### src/rtl/fir_pkg.sv
// -----------------------------------------------------------------------------
// fir_pkg
// Shared constants and types for the 4-tap FIR filter and its coefficient
// loader.
//   NTAPS / CW     : coefficients per set and width of one coefficient
//   COEF_BITS      : length of the filter's coefficient scan chain
//   loader_state_t : coefficient loader FSM states
//   coef_set_t     : one coefficient set, element [0] is c0
// -----------------------------------------------------------------------------
package fir_pkg;

    localparam int NTAPS     = 4;
    localparam int CW        = 8;
    localparam int COEF_BITS = NTAPS * CW;

    typedef enum logic [1:0] {
        IDLE,
        SETUP,
        PULSE,
        DONE
    } loader_state_t;

    typedef logic [NTAPS-1:0][CW-1:0] coef_set_t;

endpackage

### src/rtl/fir_coef_loader_if.sv
// -----------------------------------------------------------------------------
// fir_coef_loader_if
// Valid/ready handshake carrying one parallel coefficient set into the loader.
//   coef_in    : packed set {c3,c2,c1,c0}, c0 in the low CW bits
//   coef_valid : source offers a set
//   coef_ready : loader accepts a set this cycle
// Modports: master = coefficient source, slave = loader.
// -----------------------------------------------------------------------------
interface fir_coef_loader_if #(
    parameter int NTAPS = fir_pkg::NTAPS,
    parameter int CW    = fir_pkg::CW
);

    logic [NTAPS*CW-1:0] coef_in;
    logic                coef_valid;
    logic                coef_ready;

    modport master (
        output coef_in,
        output coef_valid,
        input  coef_ready
    );

    modport slave (
        input  coef_in,
        input  coef_valid,
        output coef_ready
    );

endinterface

### src/rtl/fir_piso_shreg.sv
// -----------------------------------------------------------------------------
// fir_piso_shreg
// Parallel-in, serial-out register. A load captures din; a shift moves the
// contents one place towards the MSB, filling with zero. msb is the serial
// output straight from the flop, so it carries no combinational path.
//   ph1   : clock (rising edge)
//   reset : asynchronous active-low reset, clears the register
//   load  : capture din (wins over shift)
//   shift : shift left by one
//   din   : parallel data
//   msb   : current most significant bit
// -----------------------------------------------------------------------------
module fir_piso_shreg #(
    parameter int W = fir_pkg::COEF_BITS
) (
    input  logic         ph1,
    input  logic         reset,
    input  logic         load,
    input  logic         shift,
    input  logic [W-1:0] din,
    output logic         msb
);

    logic [W-1:0] q;

    // NOTE: sequential state uses non-blocking assignments so every flop
    // samples the pre-edge values regardless of block ordering.
    always_ff @(posedge ph1 or negedge reset) begin
        if (!reset) begin
            q <= '0;
        end else if (load) begin
            q <= din;
        end else if (shift) begin
            q <= {q[W-2:0], 1'b0};
        end
    end

    assign msb = q[W-1];

endmodule

### src/rtl/fir_coef_loader.sv
// -----------------------------------------------------------------------------
// fir_coef_loader
// Accepts a full coefficient set over a valid/ready handshake and shifts it,
// MSB first, into the FIR filter's scan chain. Each bit gets a SETUP cycle
// (shiftIn settles, scan clock idle) followed by a PULSE cycle (scan clock
// enabled, shiftIn held), so data is stable a full cycle before every scan
// clock and the enable is never high two cycles running.
//   ph1         : sole clock
//   reset       : asynchronous active-low reset, aborts any load in flight
//   cif         : coefficient handshake (slave side)
//   shiftIn     : serial scan data to the filter
//   shiftClkEn  : scan clock enable, one high cycle per bit
//   busy        : a set is being shifted
//   done        : one-cycle pulse after the last bit is clocked
//   coef_loaded : a complete set sits in the filter
// -----------------------------------------------------------------------------
module fir_coef_loader
    import fir_pkg::*;
#(
    parameter int NTAPS = fir_pkg::NTAPS,
    parameter int CW    = fir_pkg::CW
) (
    input  logic                   ph1,
    input  logic                   reset,
    fir_coef_loader_if.slave       cif,
    output logic                   shiftIn,
    output logic                   shiftClkEn,
    output logic                   busy,
    output logic                   done,
    output logic                   coef_loaded
);

    localparam int NBITS = NTAPS * CW;
    // One spare bit so the counter cannot wrap inside a load.
    localparam int CNT_W = $clog2(NBITS) + 1;
    localparam logic [CNT_W-1:0] LAST_BIT = CNT_W'(NBITS - 1);

    loader_state_t    state;
    logic [CNT_W-1:0] bit_cnt;
    logic             ready_q;
    logic             xfer;

    // ready_q is high exactly in IDLE and DONE, so a transfer can only
    // start from those states.
    assign xfer           = cif.coef_valid & ready_q;
    assign cif.coef_ready = ready_q;

    // shiftIn comes straight from the shift-register flop: loaded on the
    // transfer edge, advanced only as PULSE exits, so it is steady through
    // each SETUP/PULSE pair.
    fir_piso_shreg #(
        .W(NBITS)
    ) u_shreg (
        .ph1   (ph1),
        .reset (reset),
        .load  (xfer),
        .shift (state == PULSE),
        .din   (cif.coef_in),
        .msb   (shiftIn)
    );

    always_ff @(posedge ph1 or negedge reset) begin
        if (!reset) begin
            state       <= IDLE;
            bit_cnt     <= '0;
            ready_q     <= 1'b1;
            shiftClkEn  <= 1'b0;
            busy        <= 1'b0;
            done        <= 1'b0;
            coef_loaded <= 1'b0;
        end else begin
            done <= 1'b0;
            unique case (state)
                IDLE, DONE: begin
                    if (xfer) begin
                        state       <= SETUP;
                        bit_cnt     <= '0;
                        ready_q     <= 1'b0;
                        busy        <= 1'b1;
                        coef_loaded <= 1'b0;
                    end else begin
                        state <= IDLE;
                    end
                end
                SETUP: begin
                    state      <= PULSE;
                    shiftClkEn <= 1'b1;
                end
                PULSE: begin
                    shiftClkEn <= 1'b0;
                    bit_cnt    <= bit_cnt + 1'b1;
                    if (bit_cnt == LAST_BIT) begin
                        state       <= DONE;
                        ready_q     <= 1'b1;
                        busy        <= 1'b0;
                        done        <= 1'b1;
                        coef_loaded <= 1'b1;
                    end else begin
                        state <= SETUP;
                    end
                end
                default: begin
                    state <= IDLE;
                end
            endcase
        end
    end

endmodule

### src/flat_wrapper.sv
// flat-port wrapper written by rule: the top's interface ports become plain ports
module fir_coef_loader_flat import fir_pkg::*;
#(
    parameter int NTAPS = fir_pkg::NTAPS,
    parameter int CW    = fir_pkg::CW
)
  (ph1, reset, shiftIn, shiftClkEn, busy, done, coef_loaded, cif_coef_in, cif_coef_valid, cif_coef_ready);
  fir_coef_loader_if #(.NTAPS(NTAPS), .CW(CW)) cif_i ();
  input  logic ph1;
  input  logic reset;
  output logic shiftIn;
  output logic shiftClkEn;
  output logic busy;
  output logic done;
  output logic coef_loaded;
  input wire logic [$bits(cif_i.coef_in)-1:0] cif_coef_in;
  input wire logic [$bits(cif_i.coef_valid)-1:0] cif_coef_valid;
  output wire logic [$bits(cif_i.coef_ready)-1:0] cif_coef_ready;
  assign cif_i.coef_in = cif_coef_in;
  assign cif_i.coef_valid = cif_coef_valid;
  assign cif_coef_ready = cif_i.coef_ready;
  fir_coef_loader #(.NTAPS(NTAPS), .CW(CW)) u_core (.ph1(ph1), .reset(reset), .cif(cif_i), .shiftIn(shiftIn), .shiftClkEn(shiftClkEn), .busy(busy), .done(done), .coef_loaded(coef_loaded));
endmodule
### config.mk
export PLATFORM = sky130hd
export DESIGN_NAME = fir_coef_loader_flat
export DESIGN_NICKNAME = d
export VERILOG_FILES = /design/src/rtl/fir_pkg.sv /design/src/rtl/fir_coef_loader_if.sv /design/src/rtl/fir_piso_shreg.sv /design/src/rtl/fir_coef_loader.sv /design/src/flat_wrapper.sv
export SDC_FILE = /design/constraint.sdc
export NUM_CORES = 1
export LEC_CHECK = 0
export CELL_PAD_IN_SITES_DETAIL_PLACEMENT = 0
export CELL_PAD_IN_SITES_GLOBAL_PLACEMENT = 2
export CORE_ASPECT_RATIO = 0.9
export CORE_MARGIN = 4
export CORE_UTILIZATION = 30
export CTS_CLUSTER_DIAMETER = 30
export DETAILED_ROUTE_END_ITERATION = 8
export PLACE_DENSITY = 0.78
export SYNTH_ARGS = -nofsm -noshare
export SYNTH_HDL_FRONTEND = slang
export SYNTH_SLANG_ARGS = --single-unit
### constraint.sdc
create_clock -name ph1 -period 1.7 [get_ports ph1]
set_clock_uncertainty 0.2 [all_clocks]
set_input_delay 0.34 -clock ph1 [delete_from_list [all_inputs] [get_ports ph1]]
set_output_delay 0.34 -clock ph1 [all_outputs]
set_load 0.02 [all_outputs]
==> results.yml, run 1 <==
outcome:
  status: "finished, final reports clean"
worst_setup_path:
  cp-start-kind: "register"
  path_max_fanout: 2
  crit_type: "register to output port"
  worstPathCellList: "clkdlybuf4s15_1"
  cp.buffers_inverters: 1
  cp_data_arrival_time_ns: 1.11
  cp.required_ns: 1.16
  slowest_delay_ns: 0.53
  slowest_stage: "dfstp_2"
  critPathCaptureType: "output port"
  r2r_cells: 5
  critPathTopFamily: "flip-flops"
  cp_num_cells: 1
clock_network:
  path_clk_slew_ns: 0.08
  cts-root-buf: "clkbuf_8"
  htreeDepth: 2
  tritoncts: "done"
  clock_latency_ns: 0.29
  cts_buffers: 5
  clkSinkCount: 45
  cts_buffer_depth: 2
grt:
  antenna_found_initial: 0
  use_met2_pct: 16.0
  grt_pass1_wl_mm: 7.98
  grt_max_degree: 32
  grt.busiest_layer: "met2"
  grt_overflow: 0
  track_usage_pct: 10.8
  gr-usage-met3_pct: 2.55
  grt_pass1_vias: 1668
  grt_use_met1_pct: 15.5
logic_synthesis:
  syn_inst: 210
  async_reset_ff_share_pct: 100
  synth_nets: 248
  yosys_warnings: 0
  synth_simple_gate_area_share_pct: 11.7
  syn_avg_cell_area_sq_um: 10.6
  ys_seq_area_share_pct: 50.5
  synthAdderAreaFrac_pct: 1.68
  synth.mux.area_fraction_pct: 15.7
  syn_area_sq_um: 2230
  synth_top_family_by_area: "multiplexers"
  synth-xor-area-share_pct: 0.392
  ys_types: 38
  synth_compound_area_share_pct: 14.3
  synth_edf_count: 0
  synth-seq-cells: 45
  synth_ff_type: "dfrtp_1"
finish:
  n_antenna_cell: 0
  final.fill_count: 691
  layout-drive-gt1-share_pct: 15.8
  layout.nets: 302
  regArea_sq_um: 1130
  design_area_sq_um: 3000
  fin_cells: 358
  synthToLayoutAreaGrowth_pct: 34.3
  multi_input_area_sq_um: 1020
timing:
  hold_viol: 0
  setup_viol: 0
  max_clock_freq_ghz: 0.606
  period_share_pct: 97.1
  whs_ns: 0.286
  slew_viol_final: 0
  relSlewSlack_pct: 75.7
  worstMarginPinSlew_ns: 0.365
  final.min_clock_period_ns: 1.65
floorplanning:
  die_w_um: 99.0
  die_y_um: 89.9
  ios: 41
  start_util_pct: 31.2
  core_sq_um: 7150
  row_count: 29
  dieArea_sq_um: 8890
placement:
  place.detailed.hpwl_mm: 3.24
  place.gp.congestion: 0.733
  place_area_sq_um: 2820
  io_buffers: 40
  placed_cells: 345
routing:
  drt-vias-per-instance: 4.61
  drc_errors: 0
  dr.pass1.iters: 4
  drt_wl_total_mm: 4.62
  wl_per_cell_um: 12.9
  drt-initial-drc-count: 63
  ant_nets: 0
  vias: 1651
min_path:
  hold_class: "input port to asynchronous set/reset pin"
power:
  finalPower_mw: 1.82
  power_density_nw_per_um2: 607
  peakVddDrop_mv: 0.240
  power.leakage_nw: 1.48
flow_run:
  drv_cap: 0
layout make-up:
cell class / count / share of cell area (%)
clock buffer: 5 / 2.29
clock inverter: 3 / 0.584
inverter: 5 / 0.626
multi-input combinational: 146 / 33.9
sequential: 45 / 37.6
tap: 93 / 3.88
timing repair buffer: 61 / 21.1
metrics by stage:
stage	utilization, %	setup slack (ns)	setup TNS [ns]
after floorplan	-	0.0629	0
after global placement	39.5	-0.135	-3.77
after detailed placement	39.5	-0.160	-4.04
after CTS	41.0	0.00135	0
after global routing	42.0	-0.00221	-0.00221
final	42.0	0.0496	0
final timing paths:
kind / startpoint / end / slack [ns]
min in group ph1: u_core.shiftClkEn / u_core.shiftClkEn / 0.29
worst max-delay path: u_core.cif.coef_ready / cif_coef_ready / 0.05
worst max register to register: u_core.state[1] / u_core.bit_cnt[3] / 0.08
max in group asynchronous: reset / u_core.u_shreg.q[4] / 0.53
worst min register to register: u_core.shiftClkEn / u_core.shiftClkEn / 0.29
worst min-delay path: reset / u_core.u_shreg.q[21] / 0.29
registers in the layout, summed over array words and instances (netlist names):
name,count
u_core.bit_cnt,6
u_core.busy,1
u_core.cif.coef_ready,1
u_core.coef_loaded,1
u_core.done,1
u_core.shiftClkEn,1
u_core.state,2
u_core.u_shreg.q,32
placed cells by master (no fill, tap or decap), types with 5 or more instances in the layout:
cell type / count
buf_4: 13
clkdlybuf4s50_1: 33
nand2_1: 35
buf_12: 5
clkbuf_8: 5
dfrtp_1: 44
mux2i_1: 34
o21ai_1: 5
o21ai_0: 31
nand3_1: 5
dlygate4sd2_1: 5
Yosys cell counts, drive strengths merged (2+ instances only):
library cell	number	area share, %
o211ai	3	1.0
ha	3	1.7
inv	5	0.84
or3b	3	1.2
o21ai	36	8.1
dfrtp	44	49
buf	11	4.3
nor3	2	0.95
nand3	5	1.1
a2bb2oi	3	1.2
nor2b	2	0.56
nand2b	2	0.56
a21o	2	0.67
clkbuf	3	0.56
nor2	2	0.34
nand2	36	6.4
mux2i	34	15
metal layers:
metal / vias to the layer above / part of all wire [%]
met1: 770 / 50
met4: 0 / 1.5
met2: 29 / 44
li1: 847 / -
met3: 5 / 4.1
met5: - / 0
power by group:
group	leakage, nW	internal (mW)	switching [mW]
clock network	0.0439	0.284	0.359
registers	0.552	1.07	0
logic	0.880	0.0735	0.0345
total	1.48	1.43	0.394
logic make-up after synthesis:
logic type | count (synthesis)
muxes | 35
and+or+nand+nor | 54
xor gates and xnor gates | 1
adders and majority gates | 3
buffers and inverters | 19
AOI/OAI and AO/OA | 53
DFF | 45
what timing repair did:
action                                 4_1_cts  5_1_grt
cloned                                       0        1
pin swaps                                    0        1
gates resized for setup                     10        6
buffers inserted                             0        3
endpoints found under the hold margin       13        0
hold buffers                                 1        0
setup endpoints to repair                   12       35
(Power assumes the default switching activity.)
==> run 2: changes to the inputs <==
==> constraint.sdc (replaced) <==
create_clock -name ph1 -period 1.7 [get_ports ph1]
set_clock_uncertainty 0.2 [all_clocks]
set_input_delay 0.34 -clock ph1 [delete_from_list [all_inputs] [get_ports ph1]]
set_output_delay 0.34 -clock ph1 [all_outputs]
set_load 0.1 [all_outputs]
==> results.yml, run 2 (same netlist as run 1, synthesis figures left out) <==
timing:
  grt_setup_unrepaired: "yes"
  slew_viol_final: 0
  worstMarginPinSlew_ns: 0.358
  period_share_pct: 98.3
  hold_viol: 0
  setup_viol: 0
  relSlewSlack_pct: 76.1
  max_clock_freq_ghz: 0.598
  final.min_clock_period_ns: 1.67
routing:
  drc_errors: 0
  wl_per_cell_um: 12.6
  drt-initial-drc-count: 57
  drt_wl_total_mm: 4.48
  dr.pass1.iters: 4
  ant_nets: 0
  drt-vias-per-instance: 4.60
  vias: 1632
finish:
  n_antenna_cell: 0
  multi_input_area_sq_um: 1010
  layout-drive-gt1-share_pct: 16.0
  largest_register_ffs: 32
  final.fill_count: 665
  final_common_cell: "dfrtp_1"
  design_area_sq_um: 3080
  top_register: "u_core.u_shreg.q"
  synthToLayoutAreaGrowth_pct: 37.9
  final_cell_mix: "dfrtp_1 (44), nand2_1 (35), mux2i_1 (34)"
  regArea_sq_um: 1130
  top_regs: "u_core.u_shreg.q (32), u_core.bit_cnt (6), u_core.state (2)"
  fin_util_pct: 43.1
  layout.nets: 299
flow_run:
  drv_cap: 0
floorplanning:
  row_count: 29
  die_y_um: 89.9
  ios: 41
  die_w_um: 99.0
  dieArea_sq_um: 8890
  core_sq_um: 7150
  start_util_pct: 31.2
clock_network:
  cts_buffer_depth: 2
  htreeDepth: 2
  cts_buffers: 5
  clkSinkCount: 45
  path_clk_slew_ns: 0.08
  tritoncts: "done"
  clock_latency_ns: 0.29
  cts-root-buf: "clkbuf_8"
outcome:
  status: "finished, final reports clean"
grt:
  use_met2_pct: 16.1
  grt.busiest_layer: "met2"
  grt_overflow: 0
  track_usage_pct: 10.7
  antenna_found_initial: 0
  grt_use_met1_pct: 14.9
  gr-usage-met3_pct: 2.48
  grt_max_degree: 32
  grt_pass1_wl_mm: 7.82
  grt_pass1_vias: 1669
min_path:
  hold_class: "input port to asynchronous set/reset pin"
power:
  power_density_nw_per_um2: 655
  peakVddDrop_mv: 0.262
  finalPower_mw: 2.02
  power.leakage_nw: 1.50
placement:
  place.gp.congestion: 0.826
  place_area_sq_um: 2910
  io_buffers: 40
  place.detailed.hpwl_mm: 3.30
worst_setup_path:
  crit_type: "register to output port"
  critPathCaptureType: "output port"
  cp-start-kind: "register"
  slowest_stage: "dfstp_4"
  cp_data_arrival_time_ns: 1.13
  critPathTopFamily: "flip-flops"
  path_max_fanout: 6
  worstPathCellList: "buf_12"
  cp.buffers_inverters: 1
  slowest_delay_ns: 0.66
  cp.required_ns: 1.16
==> run 2: cell types whose count changed in the layout (fill, tap and decap cells not counted), sizes merged <==
cell | before | now
clkdlybuf4s15 | 1 | 0
clkinv | 2 | 0
bufinv | 0 | 1
dlygate4sd2 | 5 | 0
buf | 20 | 24
==> run 2: area by class of cell <==
type / count / share of cell area (%)
well taps: 93 / 3.78
clock buffers: 6 / 2.68
multi-input cells: 146 / 32.7
inverters: 5 / 0.609
clock inverters: 2 / 1.22
repair buffers: 58 / 22.3
flip-flops and latches: 45 / 36.7
==> run 2: metal layers <==
metal,up-vias,part of all wire (%),routed length (um)
met3,5,4.0,178
met1,756,48,2160
met4,0,1.3,56
li1,842,-,-
met2,29,47,2080
met5,-,0,0
==> run 2: repair_timing <==
action                                  4_1_cts  5_1_grt
endpoints found under the hold margin        13        0
resized for setup                             1        6
pin swaps                                     0        3
endpoints found under the setup margin        3       11
setup buffers                                 0        2
hold buffers                                  1        0
==> run 2: path summary, 6_finish.rpt <==
check / start / endpoint / slack, ns / cells past startpoint
setup / recovery: u_core.cif.coef_ready / cif_coef_ready / 0.03 / 1
hold / removal: reset / u_core.u_shreg.q[21] / 0.28 / 2
setup reg to reg: u_core.state[1] / u_core.bit_cnt[3] / 0.08 / 5
hold reg to reg: u_core.u_shreg.q[0] / u_core.u_shreg.q[0] / 0.35 / 2
max in group asynchronous: reset / u_core.bit_cnt[0] / 0.55 / 3
min in group ph1: u_core.u_shreg.q[0] / u_core.u_shreg.q[0] / 0.35 / 2
==> run 2: stage by stage <==
stage                     hold WS (ns)  TNS [ns]  worst slack [ns]  instances
final                            0.281         0            0.0286        355
after global routing             0.306  -0.00443          -0.00443        355
after CTS                        0.290         0            0.0243        353
after detailed placement        0.0728     -1.16           -0.0902        344
after global placement          0.0691    -0.898           -0.0882        344
after floorplan                 -0.156    -0.538           -0.0670        210
==> run 2: power by group <==
group	internal [mW]	switching (mW)	total, mW
Sequential	1.07	0	1.07
Combinational	0.0735	0.0337	0.107
Clock	0.478	0.365	0.843
Total	1.62	0.398	2.02
